==> src/rtl/fp_exc_pkg.sv <==
// Shared types and constant builders for the FPU special-operand classifier.
package fp_exc_pkg;

    typedef enum logic [2:0] {
        FLAG_NONE       = 3'b000,
        FLAG_NAN        = 3'b001,
        FLAG_COPY_A     = 3'b010,
        FLAG_COPY_B     = 3'b011,
        FLAG_INF        = 3'b100,
        FLAG_ZERO       = 3'b101,
        FLAG_COPY_NEG_B = 3'b110,
        FLAG_CANCEL     = 3'b111
    } flag_e;

    typedef enum logic [1:0] {
        OP_ADD  = 2'b00,
        OP_SUB  = 2'b01,
        OP_MUL  = 2'b10,
        OP_RSVD = 2'b11
    } op_e;

    typedef struct packed {
        logic sign;
        logic is_zero;
        logic is_inf;
        logic is_nan;
        logic is_snan;
    } op_class_t;

    // Built in 64 bits; callers keep the low 1+EXP_BITS+MANT_BITS bits.
    function automatic logic [63:0] can_nan_bits(input int exp_bits, input int mant_bits);
        logic [63:0] r;
        r = ((64'd1 << exp_bits) - 64'd1) << mant_bits;
        r = r | (64'd1 << (mant_bits - 1));
        return r;
    endfunction

    function automatic logic [63:0] inf_bits(input int exp_bits, input int mant_bits);
        return ((64'd1 << exp_bits) - 64'd1) << mant_bits;
    endfunction

endpackage

==> src/rtl/fp_exception_pipe_classify.sv <==
// Combinational IEEE-754 operand decode; denormals count as finite nonzero.
module fp_operand_classify
    import fp_exc_pkg::*;
#(
    parameter int EXP_BITS  = 8,
    parameter int MANT_BITS = 23,
    parameter int WIDTH     = 1 + EXP_BITS + MANT_BITS
) (
    input  logic [WIDTH-1:0] x,
    output op_class_t        cls
);

    logic [EXP_BITS-1:0]  exp_f;
    logic [MANT_BITS-1:0] mant_f;
    logic                 exp_ones;
    logic                 exp_zero;
    logic                 mant_zero;

    assign exp_f     = x[WIDTH-2:MANT_BITS];
    assign mant_f    = x[MANT_BITS-1:0];
    assign exp_ones  = &exp_f;
    assign exp_zero  = (exp_f == '0);
    assign mant_zero = (mant_f == '0);

    always_comb begin
        cls.sign    = x[WIDTH-1];
        cls.is_zero = exp_zero && mant_zero;
        cls.is_inf  = exp_ones && mant_zero;
        cls.is_nan  = exp_ones && !mant_zero;
        cls.is_snan = exp_ones && !mant_zero && !mant_f[MANT_BITS-1];
    end

endmodule

==> src/rtl/fp_exception_pipe.sv <==
// Two-stage special-operand classifier in front of the FPU add/sub/mul core,
// producing an exception code, a substitute result and sticky IEEE status.
module fp_exception_pipe
    import fp_exc_pkg::*;
#(
    parameter int EXP_BITS  = 8,
    parameter int MANT_BITS = 23,
    parameter int WIDTH     = 1 + EXP_BITS + MANT_BITS
) (
    input  logic             clk,
    input  logic             arst_n,
    input  logic             in_valid,
    output logic             in_ready,
    input  logic [WIDTH-1:0] a,
    input  logic [WIDTH-1:0] b,
    input  logic [1:0]       op,
    output logic             out_valid,
    input  logic             out_ready,
    output flag_e            exception_flag,
    output logic [WIDTH-1:0] special_result,
    output logic             invalid_sticky,
    output logic             nan_in_sticky,
    input  logic             clear_sticky
);

    if (WIDTH != 1 + EXP_BITS + MANT_BITS) begin : g_width_check
        $error("fp_exception_pipe: WIDTH must equal 1+EXP_BITS+MANT_BITS");
    end

    localparam logic [63:0]      CAN_NAN_64 = can_nan_bits(EXP_BITS, MANT_BITS);
    localparam logic [63:0]      INF_64     = inf_bits(EXP_BITS, MANT_BITS);
    localparam logic [WIDTH-1:0] CAN_NAN    = CAN_NAN_64[WIDTH-1:0];
    localparam logic [WIDTH-2:0] INF_MAG    = INF_64[WIDTH-2:0];

    op_class_t cls_a;
    op_class_t cls_b;

    fp_operand_classify #(.EXP_BITS(EXP_BITS), .MANT_BITS(MANT_BITS), .WIDTH(WIDTH))
        u_cls_a (.x(a), .cls(cls_a));
    fp_operand_classify #(.EXP_BITS(EXP_BITS), .MANT_BITS(MANT_BITS), .WIDTH(WIDTH))
        u_cls_b (.x(b), .cls(cls_b));

    logic advance;
    logic out_hs;

    logic             vld1_q;
    op_e              op_q;
    op_class_t        cls_a_q;
    op_class_t        cls_b_q;
    logic             eb_q;
    logic             mag_eq_q;
    logic [WIDTH-1:0] a_q;
    logic [WIDTH-2:0] b_mag_q;

    logic             vld2_q;
    flag_e            flag_q;
    logic [WIDTH-1:0] res_q;
    logic             inv2_q;
    logic             nan2_q;
    logic             inv_st_q;
    logic             nan_st_q;

    flag_e            flag_d;
    logic [WIDTH-1:0] res_d;
    logic             inv_d;
    logic             nan_d;
    logic             inv_st_d;
    logic             nan_st_d;

    assign advance  = !vld2_q || out_ready;
    assign in_ready = advance;
    assign out_hs   = vld2_q && out_ready;

    // Stage 1: per-operand decode
    always_ff @(posedge clk or negedge arst_n) begin
        if (!arst_n) begin
            vld1_q   <= 1'b0;
            op_q     <= OP_ADD;
            cls_a_q  <= '0;
            cls_b_q  <= '0;
            eb_q     <= 1'b0;
            mag_eq_q <= 1'b0;
            a_q      <= '0;
            b_mag_q  <= '0;
        end else if (advance) begin
            vld1_q <= in_valid;
            if (in_valid) begin
                op_q     <= op_e'(op);
                cls_a_q  <= cls_a;
                cls_b_q  <= cls_b;
                eb_q     <= b[WIDTH-1] ^ (op == OP_SUB);
                mag_eq_q <= (a[WIDTH-2:0] == b[WIDTH-2:0]);
                a_q      <= a;
                b_mag_q  <= b[WIDTH-2:0];
            end
        end
    end

    always_comb begin
        flag_d = FLAG_NONE;
        res_d  = '0;
        inv_d  = cls_a_q.is_snan || cls_b_q.is_snan;
        nan_d  = cls_a_q.is_nan || cls_b_q.is_nan;
        case (op_q)
            OP_ADD, OP_SUB: begin
                if (cls_a_q.is_nan || cls_b_q.is_nan) begin
                    flag_d = FLAG_NAN;
                    res_d  = CAN_NAN;
                end else if (cls_a_q.is_inf && cls_b_q.is_inf && (cls_a_q.sign != eb_q)) begin
                    flag_d = FLAG_NAN;
                    res_d  = CAN_NAN;
                    inv_d  = 1'b1;
                end else if (cls_a_q.is_inf) begin
                    flag_d = FLAG_INF;
                    res_d  = {cls_a_q.sign, INF_MAG};
                end else if (cls_b_q.is_inf) begin
                    flag_d = FLAG_INF;
                    res_d  = {eb_q, INF_MAG};
                end else if (cls_a_q.is_zero && cls_b_q.is_zero) begin
                    flag_d = FLAG_ZERO;
                    res_d  = {cls_a_q.sign & eb_q, {(WIDTH-1){1'b0}}};
                end else if (cls_a_q.is_zero) begin
                    flag_d = (op_q == OP_SUB) ? FLAG_COPY_NEG_B : FLAG_COPY_B;
                    res_d  = {eb_q, b_mag_q};
                end else if (cls_b_q.is_zero) begin
                    flag_d = FLAG_COPY_A;
                    res_d  = a_q;
                end else if (mag_eq_q && (cls_a_q.sign != eb_q)) begin
                    flag_d = FLAG_CANCEL;
                end
            end
            OP_MUL: begin
                if (cls_a_q.is_nan || cls_b_q.is_nan) begin
                    flag_d = FLAG_NAN;
                    res_d  = CAN_NAN;
                end else if ((cls_a_q.is_inf && cls_b_q.is_zero) ||
                             (cls_a_q.is_zero && cls_b_q.is_inf)) begin
                    flag_d = FLAG_NAN;
                    res_d  = CAN_NAN;
                    inv_d  = 1'b1;
                end else if (cls_a_q.is_inf || cls_b_q.is_inf) begin
                    flag_d = FLAG_INF;
                    res_d  = {cls_a_q.sign ^ cls_b_q.sign, INF_MAG};
                end else if (cls_a_q.is_zero || cls_b_q.is_zero) begin
                    flag_d = FLAG_ZERO;
                    res_d  = {cls_a_q.sign ^ cls_b_q.sign, {(WIDTH-1){1'b0}}};
                end
            end
            default: begin
                flag_d = FLAG_NAN;
                res_d  = CAN_NAN;
                inv_d  = 1'b1;
            end
        endcase
    end

    // Set beats a simultaneous clear so an exception retiring this cycle is never lost.
    assign inv_st_d = (inv_st_q && !clear_sticky) || (out_hs && inv2_q);
    assign nan_st_d = (nan_st_q && !clear_sticky) || (out_hs && nan2_q);

    // Stage 2: exception resolution and sticky status
    always_ff @(posedge clk or negedge arst_n) begin
        if (!arst_n) begin
            vld2_q   <= 1'b0;
            flag_q   <= FLAG_NONE;
            res_q    <= '0;
            inv2_q   <= 1'b0;
            nan2_q   <= 1'b0;
            inv_st_q <= 1'b0;
            nan_st_q <= 1'b0;
        end else begin
            inv_st_q <= inv_st_d;
            nan_st_q <= nan_st_d;
            if (advance) begin
                vld2_q <= vld1_q;
                if (vld1_q) begin
                    flag_q <= flag_d;
                    res_q  <= res_d;
                    inv2_q <= inv_d;
                    nan2_q <= nan_d;
                end
            end
        end
    end

    assign out_valid      = vld2_q;
    assign exception_flag = flag_q;
    assign special_result = res_q;
    assign invalid_sticky = inv_st_q;
    assign nan_in_sticky  = nan_st_q;

endmodule

==> config.mk <==
export PLATFORM = sky130hd
export DESIGN_NAME = fp_exception_pipe
export DESIGN_NICKNAME = d
export VERILOG_FILES = /design/src/rtl/fp_exc_pkg.sv /design/src/rtl/fp_exception_pipe_classify.sv /design/src/rtl/fp_exception_pipe.sv
export SDC_FILE = /design/constraint.sdc
export NUM_CORES = 1
export LEC_CHECK = 0
export CAP_MARGIN = 20
export CORE_ASPECT_RATIO = 1.4
export CORE_MARGIN = 8
export CORE_UTILIZATION = 40
export DETAILED_ROUTE_END_ITERATION = 10
export MAX_ROUTING_LAYER = met4
export PLACE_DENSITY_LB_ADDON = 0.3
export SLEW_MARGIN = 15
export SYNTH_ARGS = -nofsm -noshare
export SYNTH_HDL_FRONTEND = slang
export SYNTH_SLANG_ARGS = --single-unit
==> constraint.sdc <==
create_clock -name clk -period 2.2 [get_ports clk]
set_clock_uncertainty 0.15 [all_clocks]
set_input_delay 0.44 -clock clk [delete_from_list [all_inputs] [get_ports clk]]
set_output_delay 0.44 -clock clk [all_outputs]
set_load 0.01 [all_outputs]
==> results of run 1 <==
cells in the final DEF, fill, tap and decap left out, types with 3 or more instances in the layout:
master	netlist	final
dfrtp_1	117	117
o21ai_2	10	10
clkinv_2	0	3
nor2_1	7	7
nor3_1	4	4
o21ai_0	12	12
o21ai_1	18	18
clkdlybuf4s50_1	0	107
o31ai_1	5	5
nor2b_1	5	5
inv_1	4	4
mux2_2	24	24
nand2_1	43	43
nand2b_1	3	3
bufinv_16	0	7
buf_12	0	5
nand4_1	14	14
mux2_1	50	50
xnor2_1	32	32
a22oi_1	31	31
buf_4	2	29
nor4_1	17	17
clkbuf_16	0	17
metal layers:
| metal | vias up | part of all wire | track usage |
|---|---|---|---|
| li1 | 1944 | - | - |
| met1 | 2103 | 0.40 | 0.206 |
| met2 | 91 | 0.54 | 0.323 |
| met3 | 25 | 0.037 | 0.0440 |
| met4 | 0 | 0.027 | 0.0766 |
| met5 | - | 0 | - |
how the worst max path moves through the flow:
stage	end
floorplan	special_result[4]$_DFFE_PN0P_
global placement	in_ready
detailed placement	cls_b_q[3]$_DFFE_PN0P_
CTS	inv2_q$_DFFE_PN0P_
global route	inv2_q$_DFFE_PN0P_
finish	inv2_q$_DFFE_PN0P_
flip-flops by register name, indices dropped and copies added (netlist names):
signal / count
nan_in_sticky: 1
out_valid: 1
cls_b_q: 5
op_q: 2
cls_a_q: 5
inv2_q: 1
invalid_sticky: 1
b_mag_q: 31
exception_flag: 3
a_q: 31
vld1_q: 1
nan2_q: 1
eb_q: 1
mag_eq_q: 1
special_result: 32
through the flow:
stage / total power (W) / worst slack (ps) / hold WS (ps)
5_1_grt: 0.00713 / 40.5 / 236
3_5_place_dp: 0.00369 / -96.7 / 112
3_3_place_gp: 0.00365 / -50.9 / 113
4_1_cts: 0.00692 / 124 / 226
6_report: 0.00686 / 177 / 231
2_1_floorplan: 0.00312 / 338 / -5.59
repair_timing:
| item | 4_1_cts | 5_1_grt |
|---|---|---|
| buffers inserted | 0 | 0 |
| hold buffers | 1 | 0 |
| endpoints found under the setup margin | 1 | 0 |
| hold endpoints to repair | 79 | 0 |
| gates resized for setup | 1 | 0 |
cell families after synthesis:
kind of cell,after synthesis,share of synthesized area
and+or+nand+nor,106,0.101
buffers and inverters,29,0.0332
DFF,117,0.536
muxes,74,0.153
adders and majority gates,1,0.00229
AOI/OAI and AO/OA,94,0.123
xor gates and xnor gates,33,0.0529
synth_stat cells, drive strengths merged (3+ instances only):
cell type,number,share of area
nor4,17,0.019
nor3,4,0.0037
o21ai,40,0.044
nor2b,5,0.0057
a22oi,31,0.043
nand4,14,0.016
nor2,8,0.0060
inv,4,0.0027
o31ai,6,0.0092
dfrtp,117,0.54
clkbuf,9,0.0062
nand3,3,0.0037
mux2,74,0.15
buf,16,0.024
xnor2,32,0.051
nand2,44,0.031
nand2b,3,0.0034
cell type report:
| type | instances | area, um^2 |
|---|---|---|
| multi-input combinational | 308 | 2360 |
| clock inverter | 10 | 225 |
| sequential | 117 | 2930 |
| tap | 182 | 228 |
| clock buffer | 21 | 460 |
| inverter | 4 | 15.0 |
| timing repair buffer | 143 | 1410 |
| fill | 1171 | 5770 |
power by group through the flow:
stage | combinational [W] | clock, W | sequential (W)
after floorplan | 0.000496 | 0 | 0.00263
after global placement | 0.00102 | 0 | 0.00263
after detailed placement | 0.00105 | 0 | 0.00265
after CTS | 0.00105 | 0.00326 | 0.00261
after global routing | 0.00112 | 0.00336 | 0.00265
final | 0.00104 | 0.00321 | 0.00261
==> reports/results.txt, run 1 <==
Pwr per Cell Area = 901 nW/um^2
initial core utilization = 0.408
CTS clock-pin slew for the worst setup and hold paths = 50 ps
Final Non-Filler Cells = 785
num rows = 50
cell count along the critical path = 5
Max Fclk = 0.494 GHz
layout cells sized above 1 = 0.172
antenna viol nets, final = 0
VDD IR max = 0.433 mV
Slew @ Worst Pin = 736 ps
Slew HR = 0.496
clk_lat worst skew = 410 ps
dpl hpwl = 11700 um
worst-path cell chain = ha_1 -> nand3_2 -> nor3_1 -> a2111oi_0 -> o21ai_1
Final TNS setup = 0 ps
post-synthesis cell area = 5460 um^2
first-pass GRT wire length = 25000 um
initial antenna violation count = 0
post-layout util = 0.569
combinational share of power = 0.151
total die area = 17700 um^2
total track usage = 0.188
reg-to-reg startpoint = eb_q$_DFFE_PN0P_
CP Class = reg -> reg
Slowest cell on crit path = a2111oi_0
final setup vio count = 0
# IOs = 110
Die Wd = 115 um
Reg power frac = 0.381
Crit. End Element = flip-flop
CP required = 2320 ps
Vias = 4163
post-synthesis sequential area ratio = 0.536
HP Class = in -> async
Mapped Avg Cell Area = 12.0 um^2
Die Y = 154 um
largest fanout on the critical path = 3
Initial DRC Count = 200
CTS tree = yes
Synth Register Bits = 117
CTS sink cnt = 117
Worst path top cell family by delay = compound AO/OA/AOI/OAI gates
Overflow after GRT = 0
vias in the first global route = 4709
largest net degree at the start of global routing = 75
syn_nets = 526
Cells after Synth = 454
EDFF count, synth = 0
CTS buffer count = 17
Worst EP arrival = 2140 ps
Root Buffer = clkbuf_16
Final Wtd Congestion = 0.848
main flop type after synthesis = dfrtp_1
Unique masters post-synth = 47
DRC = 0
RSZ-0062 raised after global routing = false
Yosys warning total = 0
slowest stage delay, CP = 690 ps
status = finished clean
CP Launch Type = flip-flop
Clk pwr share = 0.468
Pint = 0.00530 W
max_cap viols = 0
Async SR Flop Fraction = 1.00
fin. max-slew vios = 0
I/O Buffers = 109
period utilization = 0.919
Layout area overhead = 39.5%
Leakage = 3.04 nW
DP Area = 6930 um^2
Placed Cells = 753
final worst path period need = 2020 ps
CP bufs+invs = 0
CP startpoint = eb_q$_DFFE_PN0P_
register-to-register setup slack = 180 ps
H-tree depth = 4
Longest Clk Path Bufs = 2
vias per cell = 5.30
drt wl/cell = 19.5 um
Sw Share = 0.228
Core Region = 13400 um^2
Final Hold Vio Count = 0
antenna cells = 0
wirelength, routed = 15300 um
final net count = 663
Switch Pwr = 0.00156 W
Finished Cell Area = 7620 um^2
worst r2r dst = inv2_q$_DFFE_PN0P_
Pre-antenna DRT Iters = 4
Register-to-Register Path Depth = 5
Power figures use the tool's default switching activity.
==> run 2: changes to the inputs <==
--- a/config.mk
+++ b/config.mk
@@ -7,8 +7,8 @@
 export LEC_CHECK = 0
 export CAP_MARGIN = 20
 export CORE_ASPECT_RATIO = 1.4
-export CORE_MARGIN = 8
-export CORE_UTILIZATION = 40
+export CORE_MARGIN = 10
+export CORE_UTILIZATION = 30
 export DETAILED_ROUTE_END_ITERATION = 10
 export MAX_ROUTING_LAYER = met4
 export PLACE_DENSITY_LB_ADDON = 0.3
==> reports/results.txt, run 2 (same netlist as run 1, synthesis figures left out) <==
status = finished clean
final worst path period need = 2070 ps
vias in the first global route = 4636
first-pass GRT wire length = 26000 um
Placed Cells = 820
vias per cell = 4.89
Register-to-Register Path Depth = 6
Slew HR = 0.564
Worst EP arrival = 2260 ps
Pre-antenna DRT Iters = 6
combinational share of power = 0.164
final net count = 672
Clk pwr share = 0.434
reg-to-reg startpoint = cls_a_q[4]$_DFFE_PN0P_
drt wl/cell = 19.3 um
DRC = 0
post-CTS setup buffers = 0
antenna viol nets, final = 0
initial core utilization = 0.305
Layout area overhead = 40.7%
Overflow after GRT = 0
CP startpoint = cls_a_q[4]$_DFFE_PN0P_
HP Class = in -> async
CP required = 2390 ps
Pwr per Cell Area = 845 nW/um^2
# IOs = 110
I/O Buffers = 109
num rows = 58
most frequent cells in the layout = 117 x dfrtp_1, 107 x clkdlybuf4s50_1, 50 x mux2_1, 43 x nand2_1, 37 x buf_4
Leakage = 3.04 nW
layout cells sized above 1 = 0.183
Max Fclk = 0.483 GHz
most common cell after layout, fill and taps aside = dfrtp_1
Longest Clk Path Bufs = 2
CTS buffer count = 17
clk_lat worst skew = 420 ps
Reg power frac = 0.402
H-tree depth = 4
Slew @ Worst Pin = 637 ps
VDD IR max = 0.338 mV
Die Wd = 134 um
CTS tree = yes
Final Hold Vio Count = 0
register-to-register setup slack = 130 ps
largest net degree at the start of global routing = 64
total power = 0.00650 W
worst r2r dst = special_result[3]$_DFFE_PN0P_
Die Y = 180 um
CP Launch Type = flip-flop
antenna cells = 0
Initial DRC Count = 168
Sw Share = 0.248
Final Wtd Congestion = 0.848
Critical Path End = special_result[3]$_DFFE_PN0P_
CTS clock-pin slew for the worst setup and hold paths = 60 ps
initial antenna violation count = 0
Switch Pwr = 0.00161 W
Final Non-Filler Cells = 852
total die area = 24100 um^2
dpl hpwl = 12800 um
Crit. End Element = flip-flop
CP Class = reg -> reg
final setup vio count = 0
Pint = 0.00489 W
period utilization = 0.941
max_cap viols = 0
total track usage = 0.143
Vias = 4166
Core Region = 17900 um^2
Root Buffer = clkbuf_16
wirelength, routed = 16500 um
fin. max-slew vios = 0
largest fanout on the critical path = 22
RSZ-0062 raised after global routing = false
flip-flop count of the largest register after layout = 32
CTS sink cnt = 117
## run 2: changes by cell type in the layout (fill, tap and decap cells not counted), sizes merged
cell and change:
clkbuf +2, buf +9, bufinv -4, clkinvlp +2
## run 2: worst max-delay path: stages, from the launching register on
cell and delay, ps:
dfrtp_1 420, ha_1 330, nand3_2 110, nand3b_4 100
a2111o_1 500, buf_12 220, o21ai_1 150
## run 2: power groups by stage
stage | Clock, W | Sequential (W) | Combinational [W]
finish | 0.00282 | 0.00261 | 0.00107
global route | 0.00296 | 0.00265 | 0.00116
CTS | 0.00286 | 0.00261 | 0.00109
detailed placement | 0 | 0.00265 | 0.00109
global placement | 0 | 0.00263 | 0.00106
floorplan | 0 | 0.00263 | 0.000496
## run 2: what timing repair did
action | 4_1_cts | 5_1_grt
endpoints found under the setup margin | 1 | 0
hold buffers | 1 | 0
resized for setup | 1 | 0
hold endpoints to repair | 19 | 0
## run 2: worst min path at each step
stage | endpoint | startpoint | depth (start not counted)
2_1_floorplan | a_q[0]$_DFFE_PN0P_ | arst_n | 0
3_3_place_gp | special_result[16]$_DFFE_PN0P_ | arst_n | 1
3_5_place_dp | special_result[16]$_DFFE_PN0P_ | arst_n | 1
4_1_cts | special_result[11]$_DFFE_PN0P_ | arst_n | 2
5_1_grt | special_result[22]$_DFFE_PN0P_ | special_result[22]$_DFFE_PN0P_ | 2
6_report | special_result[11]$_DFFE_PN0P_ | arst_n | 2
## run 2: metal layers
metal	global-route usage	vias up	routed length (um)
li1	-	1962	-
met1	0.156	2093	6800
met2	0.250	89	8820
met3	0.0271	22	467
met4	0.0615	0	382
met5	-	-	0
## run 2: through the flow
step | area (um^2) | setup TNS [ps] | util | hold slack [ps] | setup slack, ps
after floorplan | 5460 | 0 | - | -5.59 | 338
after global placement | 7080 | -6580 | 0.395 | 206 | -111
after detailed placement | 7080 | -6770 | 0.395 | 211 | -127
after CTS | 7690 | 0 | 0.429 | 318 | 110
after global routing | 7690 | 0 | 0.429 | 344 | 49.8
final | 7690 | 0 | 0.429 | 313 | 131
## run 2: cell type report
cell class | count | area, um^2
fillers | 1718 | 10200
flip-flops and latches | 117 | 2930
multi-input cells | 308 | 2360
repair buffers | 152 | 1490
clock buffers | 23 | 478
well taps | 240 | 300
clock inverters | 8 | 124
inverters | 4 | 15.0
==> run 3: changes to the inputs <==
--- a/config.mk
+++ b/config.mk
@@ -10,6 +10,7 @@
 export CORE_MARGIN = 10
 export CORE_UTILIZATION = 30
 export DETAILED_ROUTE_END_ITERATION = 10
+export HOLD_SLACK_MARGIN = 0.1
 export MAX_ROUTING_LAYER = met4
 export PLACE_DENSITY_LB_ADDON = 0.3
 export SLEW_MARGIN = 15
==> results of run 3 <==
The final DEF is identical to that of run 2; final timing and power are the same.
